<file path="config.mk">
export PLATFORM = sky130hd
export DESIGN_NAME = wave_sequencer
export DESIGN_NICKNAME = d
export VERILOG_FILES = /design/src/rtl/wave_seq_pkg.sv /design/src/rtl/wave_seq_table.sv /design/src/rtl/wave_sequencer.sv
export SDC_FILE = /design/constraint.sdc
export NUM_CORES = 2
export LEC_CHECK = 0
export BUFFER_PORTS_ARGS = -buffer_cell sky130_fd_sc_hd__buf_2
export CAP_MARGIN = 20
export CORE_MARGIN = 5
export CORE_UTILIZATION = 50
export CTS_CLUSTER_DIAMETER = 40
export DETAILED_ROUTE_END_ITERATION = 10
export PLACE_DENSITY = 0.67
export SKIP_CTS_REPAIR_TIMING = 1
export SKIP_LAST_GASP = 1
export SLEW_MARGIN = 10
export SYNTH_ARGS = -nofsm -noshare
export SYNTH_HDL_FRONTEND = slang
export SYNTH_HIERARCHICAL = 1
export SYNTH_SLANG_ARGS = --single-unit
</file>
<file path="constraint.sdc">
create_clock -name clk -period 35.6 [get_ports clk]
set_input_delay 3.56 -clock clk [delete_from_list [all_inputs] [get_ports clk]]
set_output_delay 3.56 -clock clk [all_outputs]
set_load 0.03 [all_outputs]
</file>
<file path="src/rtl/wave_seq_pkg.sv">
// Shared types and constants for the wave_sequencer playlist controller.
package wave_seq_pkg;

  // Widest duration any instance may use; instances truncate to their DUR_W.
  localparam int WAVE_SEQ_DUR_MAX_W = 32;

  localparam logic [1:0] WAVE_NCO   = 2'b00;
  localparam logic [1:0] WAVE_CHIRP = 2'b01;
  localparam logic [1:0] WAVE_SAW   = 2'b10;
  localparam logic [1:0] WAVE_PULSE = 2'b11;

  typedef enum logic [1:0] {
    IDLE = 2'd0,
    LOAD = 2'd1,
    PLAY = 2'd2
  } wave_seq_state_t;

  typedef struct packed {
    logic [1:0]                    wave_sel;
    logic [31:0]                   freq;
    logic [31:0]                   duty;
    logic [WAVE_SEQ_DUR_MAX_W-1:0] dur;
    logic                          last;
  } wave_seq_entry_t;

endpackage

</file>
<file path="src/rtl/wave_seq_table.sv">
// Segment register file: synchronous write, asynchronous read, async clear.
module wave_seq_table
  import wave_seq_pkg::*;
#(
  parameter int DEPTH = 8,
  parameter int AW    = $clog2(DEPTH)
) (
  input  logic            clk,
  input  logic            reset,
  input  logic            we,
  input  logic [AW-1:0]   waddr,
  input  wave_seq_entry_t wdata,
  input  logic [AW-1:0]   raddr,
  output wave_seq_entry_t rdata
);

  wave_seq_entry_t mem_q [DEPTH];
  wave_seq_entry_t mem_d [DEPTH];

  always_comb begin
    for (int i = 0; i < DEPTH; i++) mem_d[i] = mem_q[i];
    if (we) mem_d[waddr] = wdata;
  end

  always_ff @(posedge clk or posedge reset) begin
    if (reset) begin
      for (int i = 0; i < DEPTH; i++) mem_q[i] <= '0;
    end else begin
      for (int i = 0; i < DEPTH; i++) mem_q[i] <= mem_d[i];
    end
  end

  // Read sees pre-write contents on a same-edge write.
  assign rdata = mem_q[raddr];

endmodule

</file>
<file path="src/rtl/wave_sequencer.sv">
// Playlist controller stepping through segment entries to drive the generator.
// Optional WAVE_SEQ_LOOP_CNT_EN adds loop_cnt to bound the number of passes.
module wave_sequencer
  import wave_seq_pkg::*;
#(
  parameter int DEPTH = 8,
  parameter int DUR_W = 24
) (
  input  logic                     clk,
  input  logic                     reset,
  input  logic                     cfg_we,
  input  logic [$clog2(DEPTH)-1:0] cfg_addr,
  input  logic [1:0]               cfg_wave_sel,
  input  logic [31:0]              cfg_freq,
  input  logic [31:0]              cfg_duty,
  input  logic [DUR_W-1:0]         cfg_dur,
  input  logic                     cfg_last,
  input  logic                     start,
  input  logic                     stop,
  input  logic                     loop_en,
`ifdef WAVE_SEQ_LOOP_CNT_EN
  input  logic [7:0]               loop_cnt,
`endif
  output logic [1:0]               gen_wave_sel,
  output logic [31:0]              gen_freq_ctrl,
  output logic [31:0]              gen_duty,
  output logic [$clog2(DEPTH)-1:0] seg_idx,
  output logic                     seg_start,
  output logic                     busy,
  output logic                     done
);

  localparam int AW = $clog2(DEPTH);

  wave_seq_state_t state_q, state_d;
  logic [AW-1:0]    idx_q, idx_d, seg_idx_q, seg_idx_d;
  logic [DUR_W-1:0] cnt_q, cnt_d;
  logic [1:0]       wave_q, wave_d;
  logic [31:0]      freq_q, freq_d, duty_q, duty_d;
  logic             last_q, last_d;
  logic             seg_start_q, seg_start_d, busy_q, busy_d, done_q, done_d;
  logic             loop_more;
  wave_seq_entry_t  wr_entry, rd_entry;

  assign wr_entry = '{wave_sel: cfg_wave_sel, freq: cfg_freq, duty: cfg_duty,
                      dur: WAVE_SEQ_DUR_MAX_W'(cfg_dur), last: cfg_last};

  wave_seq_table #(.DEPTH(DEPTH), .AW(AW)) u_table (
    .clk   (clk),
    .reset (reset),
    .we    (cfg_we),
    .waddr (cfg_addr),
    .wdata (wr_entry),
    .raddr (idx_q),
    .rdata (rd_entry)
  );

`ifdef WAVE_SEQ_LOOP_CNT_EN
  logic [7:0] pass_q, pass_d;
  assign loop_more = loop_en && ((loop_cnt == 8'd0) || (pass_q != loop_cnt));
`else
  assign loop_more = loop_en;
`endif

  always_comb begin
    state_d     = state_q;
    idx_d       = idx_q;
    seg_idx_d   = seg_idx_q;
    cnt_d       = cnt_q;
    wave_d      = wave_q;
    freq_d      = freq_q;
    duty_d      = duty_q;
    last_d      = last_q;
    seg_start_d = 1'b0;
    done_d      = 1'b0;
`ifdef WAVE_SEQ_LOOP_CNT_EN
    pass_d      = pass_q;
`endif
    unique case (state_q)
      IDLE: begin
        if (start && !stop) begin
          state_d = LOAD;
          idx_d   = '0;
`ifdef WAVE_SEQ_LOOP_CNT_EN
          pass_d  = '0;
`endif
        end
      end
      LOAD: begin
        state_d     = PLAY;
        wave_d      = rd_entry.wave_sel;
        freq_d      = rd_entry.freq;
        duty_d      = rd_entry.duty;
        seg_idx_d   = idx_q;
        // A zero duration still plays one cycle.
        cnt_d       = (rd_entry.dur == '0) ? '0 :
                      DUR_W'(rd_entry.dur - WAVE_SEQ_DUR_MAX_W'(1));
        last_d      = rd_entry.last || (idx_q == AW'(DEPTH - 1));
        seg_start_d = 1'b1;
      end
      PLAY: begin
        if (cnt_q != '0) begin
          cnt_d = cnt_q - DUR_W'(1);
        end else if (!last_q) begin
          idx_d   = idx_q + AW'(1);
          state_d = LOAD;
        end else if (loop_more) begin
          idx_d   = '0;
          state_d = LOAD;
`ifdef WAVE_SEQ_LOOP_CNT_EN
          pass_d  = pass_q + 8'd1;
`endif
        end else begin
          state_d = IDLE;
          freq_d  = '0;
          done_d  = 1'b1;
        end
      end
      default: state_d = IDLE;
    endcase
    // Abort wins over everything: stall the accumulators, hold the rest.
    if (stop) begin
      state_d     = IDLE;
      freq_d      = '0;
      wave_d      = wave_q;
      duty_d      = duty_q;
      seg_idx_d   = seg_idx_q;
      seg_start_d = 1'b0;
      done_d      = 1'b0;
    end
    busy_d = (state_d != IDLE);
  end

  always_ff @(posedge clk or posedge reset) begin
    if (reset) begin
      state_q     <= IDLE;
      idx_q       <= '0;
      seg_idx_q   <= '0;
      cnt_q       <= '0;
      wave_q      <= '0;
      freq_q      <= '0;
      duty_q      <= '0;
      last_q      <= 1'b0;
      seg_start_q <= 1'b0;
      busy_q      <= 1'b0;
      done_q      <= 1'b0;
`ifdef WAVE_SEQ_LOOP_CNT_EN
      pass_q      <= '0;
`endif
    end else begin
      state_q     <= state_d;
      idx_q       <= idx_d;
      seg_idx_q   <= seg_idx_d;
      cnt_q       <= cnt_d;
      wave_q      <= wave_d;
      freq_q      <= freq_d;
      duty_q      <= duty_d;
      last_q      <= last_d;
      seg_start_q <= seg_start_d;
      busy_q      <= busy_d;
      done_q      <= done_d;
`ifdef WAVE_SEQ_LOOP_CNT_EN
      pass_q      <= pass_d;
`endif
    end
  end

  assign gen_wave_sel  = wave_q;
  assign gen_freq_ctrl = freq_q;
  assign gen_duty      = duty_q;
  assign seg_idx       = seg_idx_q;
  assign seg_start     = seg_start_q;
  assign busy          = busy_q;
  assign done          = done_q;

endmodule

</file>
After elaboration in Yosys (flattened, before gate mapping). Index checks and enable logic that the tools add are counted. Widths: inputs -> output; s select.

Register bits: 894. Input bits: 100. Output and inout bits: 72. Logic and storage cells: 117.

Add/subtract/negate cells: 3. Order comparisons: 3. Equal/unequal tests: 10. Multiplexer cells: 32. Bitwise operators: 3. Reduce and logical (&&, ||, !) cells: 15.

Operator list (number): $bwmux 792 (1); $bmux 99 s3 (1); $demux 99 s3 (1); $mux 99 (3); $mux 32 (4); $pmux 32 s2 (1); $mux 24 (2); $pmux 24 s2 (1); $sub 24x1->24 const B (2); $logic_not 32->1 (1); $reduce_bool 24->1 (1); $mux 3 (4); $ne 3x3->1 const B (4); $mux 1 (9); $ge 4x4->1 const B (2); $not 3->4 (2); $reduce_and 4->1 (2); $mux 2 (3); $ne 2x2->1 const B (3); $pmux 2 s3 (1); $pmux 3 s2 (1); $reduce_bool 2->1 (3); $lt 4x1->1 const B (1); $reduce_and 2->1 (2); 10 further kinds (11).

Depth between registers and ports, before layout.
Depth in word-level cells: 7. Mapped depth: 13. Gate-level depth less buffers: 9.

Hierarchy. Netlist, hierarchy kept.

Modules (own cells, without submodules): wave_seq_table (times used 1, cells an instance 2032, area an instance 35576.6 µm², seq. area each 19819.0 µm²); wave_sequencer (times used 1, cells an instance 528, area an instance 5551.6 µm², seq. area each 2552.4 µm²).

Worst setup path after synthesis. No wires, ideal clock.

Path type: input port to flip-flop. Start: input port stop. End: register duty_q[10], in the netlist gen_duty[10]. Setup time: 125 ps. Arrival time: 4732 ps. Data required time: 35475 ps. Setup slack: 30743 ps. Stages: 4. Path buffers: 2. Cells stage by stage: nor2_1 -> clkbuf_1 -> clkbuf_1 -> mux2_2.

Word-level cells in the longest chain between the ends: 2.

RTL lines: start, declared (RTL line wave_sequencer.sv:19) `input logic stop,`; $not 1->1 (no line); $reduce_and 2->1 (no line); end signal, assigned (RTL line wave_sequencer.sv:157) `duty_q <= duty_d;`; end, declared (RTL line wave_sequencer.sv:39) `logic [31:0] freq_q, freq_d, duty_q, duty_d;`.

Every way passes these cells. A chain may end at the register's enable or synchronous reset.

==> reports/results.ini <==
[worst_setup_path]
crit_type=reg2reg
cp.required_ns=36.12
r2r-end=cnt_q[15]$_DFFE_PP0P_
cp-endpoint=cnt_q[15]$_DFFE_PP0P_
worstSetupEndpointType=flop
start_kind=flop
timing.critical_path.from=idx_q[2]$_DFFE_PP0P_
reg2regPathDepth=9
worstReg2RegStart=idx_q[2]$_DFFE_PP0P_
rrSetupSlack_ns=29.70
cp.arrival_ns=6.42
critical_path.max_fanout=48

[clock_network]
clkTransAtPathRegs_ns=0.05
cts_max_level=4
cts_buffer_depth=3
cts_buffers=132
insertion_delay_ns=0.71
root_buffer=clkbuf_16
clock-sinks=894
cts_tree=yes

[floorplanning]
core_sq_um=81850
io_pins=172
start_util_pct=50.25
die_x_um=296.8
rows=105
die_area_sq_um=88090
die_y_um=296.8

[synthesis]
ys.flop_type=dfrtp_1
avgSynthCellArea_sq_um=16.07
ys_warn_count=6
synth.ff_latch_count=894
syn_inst=2560
synth_area_sq_um=41130
synthArstFlopShare_pct=100.0
ys_types=68
synth_edf_count=0
synth_seq_area_share_pct=54.39

[global_route]
grt_first_pass_wirelength_um=153300
grt_max_degree=202
antenna_found_initial=15
grt_usage_pct=21.87
grt_pass1_vias=26400
grt_overflow_total=0

[run_status]
outcome=complete, no violations

[detailed_routing]
post-route-drc-count=0
routed_via_density=5.918
vias=23530
post_drt_wl_per_cell_um=24.04
drtIter0Drc=1134
first_pass_iters=5
drt.antenna.violating_nets=0
routed_wl_um=95580

[placed_design]
io_buffer_count=171
dp_hpwl_um=54880
place_area_sq_um=42930
gp_congestion=0.8382

[pwr]
power.density_nw_per_um2=69.32
total_power_uw=3305
power_leakage_uw=0.02034
peakVddDrop_v=0.00004797

[timing]
worst_pin_slew_ns=1.207
rsz0062_at_grt=no
setup_viol=0
fmax_mhz=169.5
setup-tns-final_ns=0
slew_headroom_pct=19.51
drv_slew=0
period_minus_slack_ns=5.901
timing.hold.ws_ns=0.4678
hold_viol=0
clock_skew_ns=0.03569
period_share_pct=16.58

[final_layout]
layout_common_cells=891 x dfrtp_1, 778 x mux2_2, 198 x mux4_2
layout_commonest_cell=dfrtp_1
ff_latch_area_sq_um=22380
layout-drive-gt1-share_pct=52.48
fin_util_pct=58.26
multi_input_area_sq_um=17960
final_cell_area_sq_um=47690
area_delta_synth_final_pct=15.95
fin_nets=2902
nFillCells=6164

[job]
maxCapViolCount=0

[worst_hold_path]
min_path_cells=1
holdCritPathClass=reg2reg

==> synth_stat cells (all sizes together), types with 5 or more instances <==
| cell type | number | area share [%] |
|---|---|---|
| nand4 | 9 | 0.14 |
| a21o | 33 | 0.60 |
| buf | 144 | 2.2 |
| or4 | 8 | 0.16 |
| clkbuf | 34 | 0.31 |
| or3 | 9 | 0.14 |
| nand3 | 11 | 0.13 |
| nand4b | 8 | 0.17 |
| mux2 | 933 | 26 |
| ha | 6 | 0.18 |
| mux4 | 198 | 11 |
| xnor2 | 11 | 0.23 |
| a21oi | 14 | 0.17 |
| nand2 | 26 | 0.24 |
| o221ai | 6 | 0.13 |
| o311ai | 6 | 0.13 |
| o21ai | 15 | 0.19 |
| nor4 | 20 | 0.36 |
| or2 | 5 | 0.076 |
| nor4b | 37 | 0.79 |
| inv | 8 | 0.073 |
| dfrtp | 894 | 54 |
| o211ai | 15 | 0.27 |
| nor3 | 22 | 0.28 |
| nor2 | 23 | 0.21 |
| and3 | 6 | 0.091 |
==> how the worst min path moves through the flow <==
| stage | start | end | slack [ns] |
|---|---|---|---|
| finish | gen_freq_ctrl[26]$_DFFE_PP0P_ | gen_freq_ctrl[26]$_DFFE_PP0P_ | 0.47 |
| global route | gen_freq_ctrl[26]$_DFFE_PP0P_ | gen_freq_ctrl[26]$_DFFE_PP0P_ | 0.48 |
| CTS | gen_freq_ctrl[0]$_DFFE_PP0P_ | gen_freq_ctrl[0]$_DFFE_PP0P_ | 0.47 |
| detailed placement | gen_freq_ctrl[0]$_DFFE_PP0P_ | gen_freq_ctrl[0]$_DFFE_PP0P_ | 0.46 |
| global placement | gen_freq_ctrl[1]$_DFFE_PP0P_ | gen_freq_ctrl[1]$_DFFE_PP0P_ | 0.45 |
| floorplan | u_table/mem_q[364]$_DFFE_PP0P_ | u_table/mem_q[364]$_DFFE_PP0P_ | 0.45 |
==> state kept, by name (all words and copies together), names as in the netlist <==
register and count:
gen_freq_ctrl 32, gen_duty 32, last_q 1, busy 1
u_table/mem_q 792, gen_wave_sel 2, done 1, state_q 2
seg_idx 3, idx_q 3, seg_start 1, cnt_q 24
==> layer usage <==
layer	GRT usage, %	up-vias	wire length, um
met5	0	-	60
met2	36.61	474	47680
met1	29.49	12720	41860
met3	4.112	168	3913
li1	-	10160	-
met4	6.540	8	2069
==> cell type report <==
| cell class | count | area share, % |
|---|---|---|
| tap | 1070 | 2.807 |
| sequential | 894 | 46.94 |
| clock inverter | 59 | 1.839 |
| inverter | 8 | 0.08396 |
| clock buffer | 177 | 7.989 |
| antenna | 8 | 0.04198 |
| multi-input combinational | 1543 | 37.65 |
| timing repair buffer | 217 | 2.647 |
==> cell families after synthesis <==
kind of cell               after synthesis  synth area share [%]
and+or+nand+nor                        204                 3.188
AOI/OAI and AO/OA                      122                 2.142
buffers and inverters                  186                 2.622
adders and majority gates                6                0.1825
xor gates and xnor gates                15                0.3194
other                                    1              0.009118
muxes                                 1132                 37.14
DFF                                    894                 54.39
==> worst max-delay path, stage by stage, from the launching register on <==
cell and delay [ns]:
dfrtp_4 1.03, buf_4 0.89, buf_4 0.76, mux4_2 0.59, mux2_4 0.29, nor4_1 0.34
and3_1 0.35, nand4b_1 0.63, nand2_1 0.65, o221ai_1 0.19
==> power by group <==
part	total (uW)	leakage, uW	switching, uW	internal, uW
clock	1350	0.00227	474	879
combinational	572	0.00725	244	328
sequential	1380	0.0108	133	1250
total	3310	0.0203	851	2450
==> through the flow <==
| step | std cells | setup slack (ns) |
|---|---|---|
| global route | 3971 | 29.15 |
| detailed placement | 3730 | 29.36 |
| CTS | 3966 | 29.54 |
| finish | 3976 | 29.70 |
| floorplan | 2623 | 9.801 |
| global placement | 3729 | 29.34 |
(Power assumes the default switching activity.)
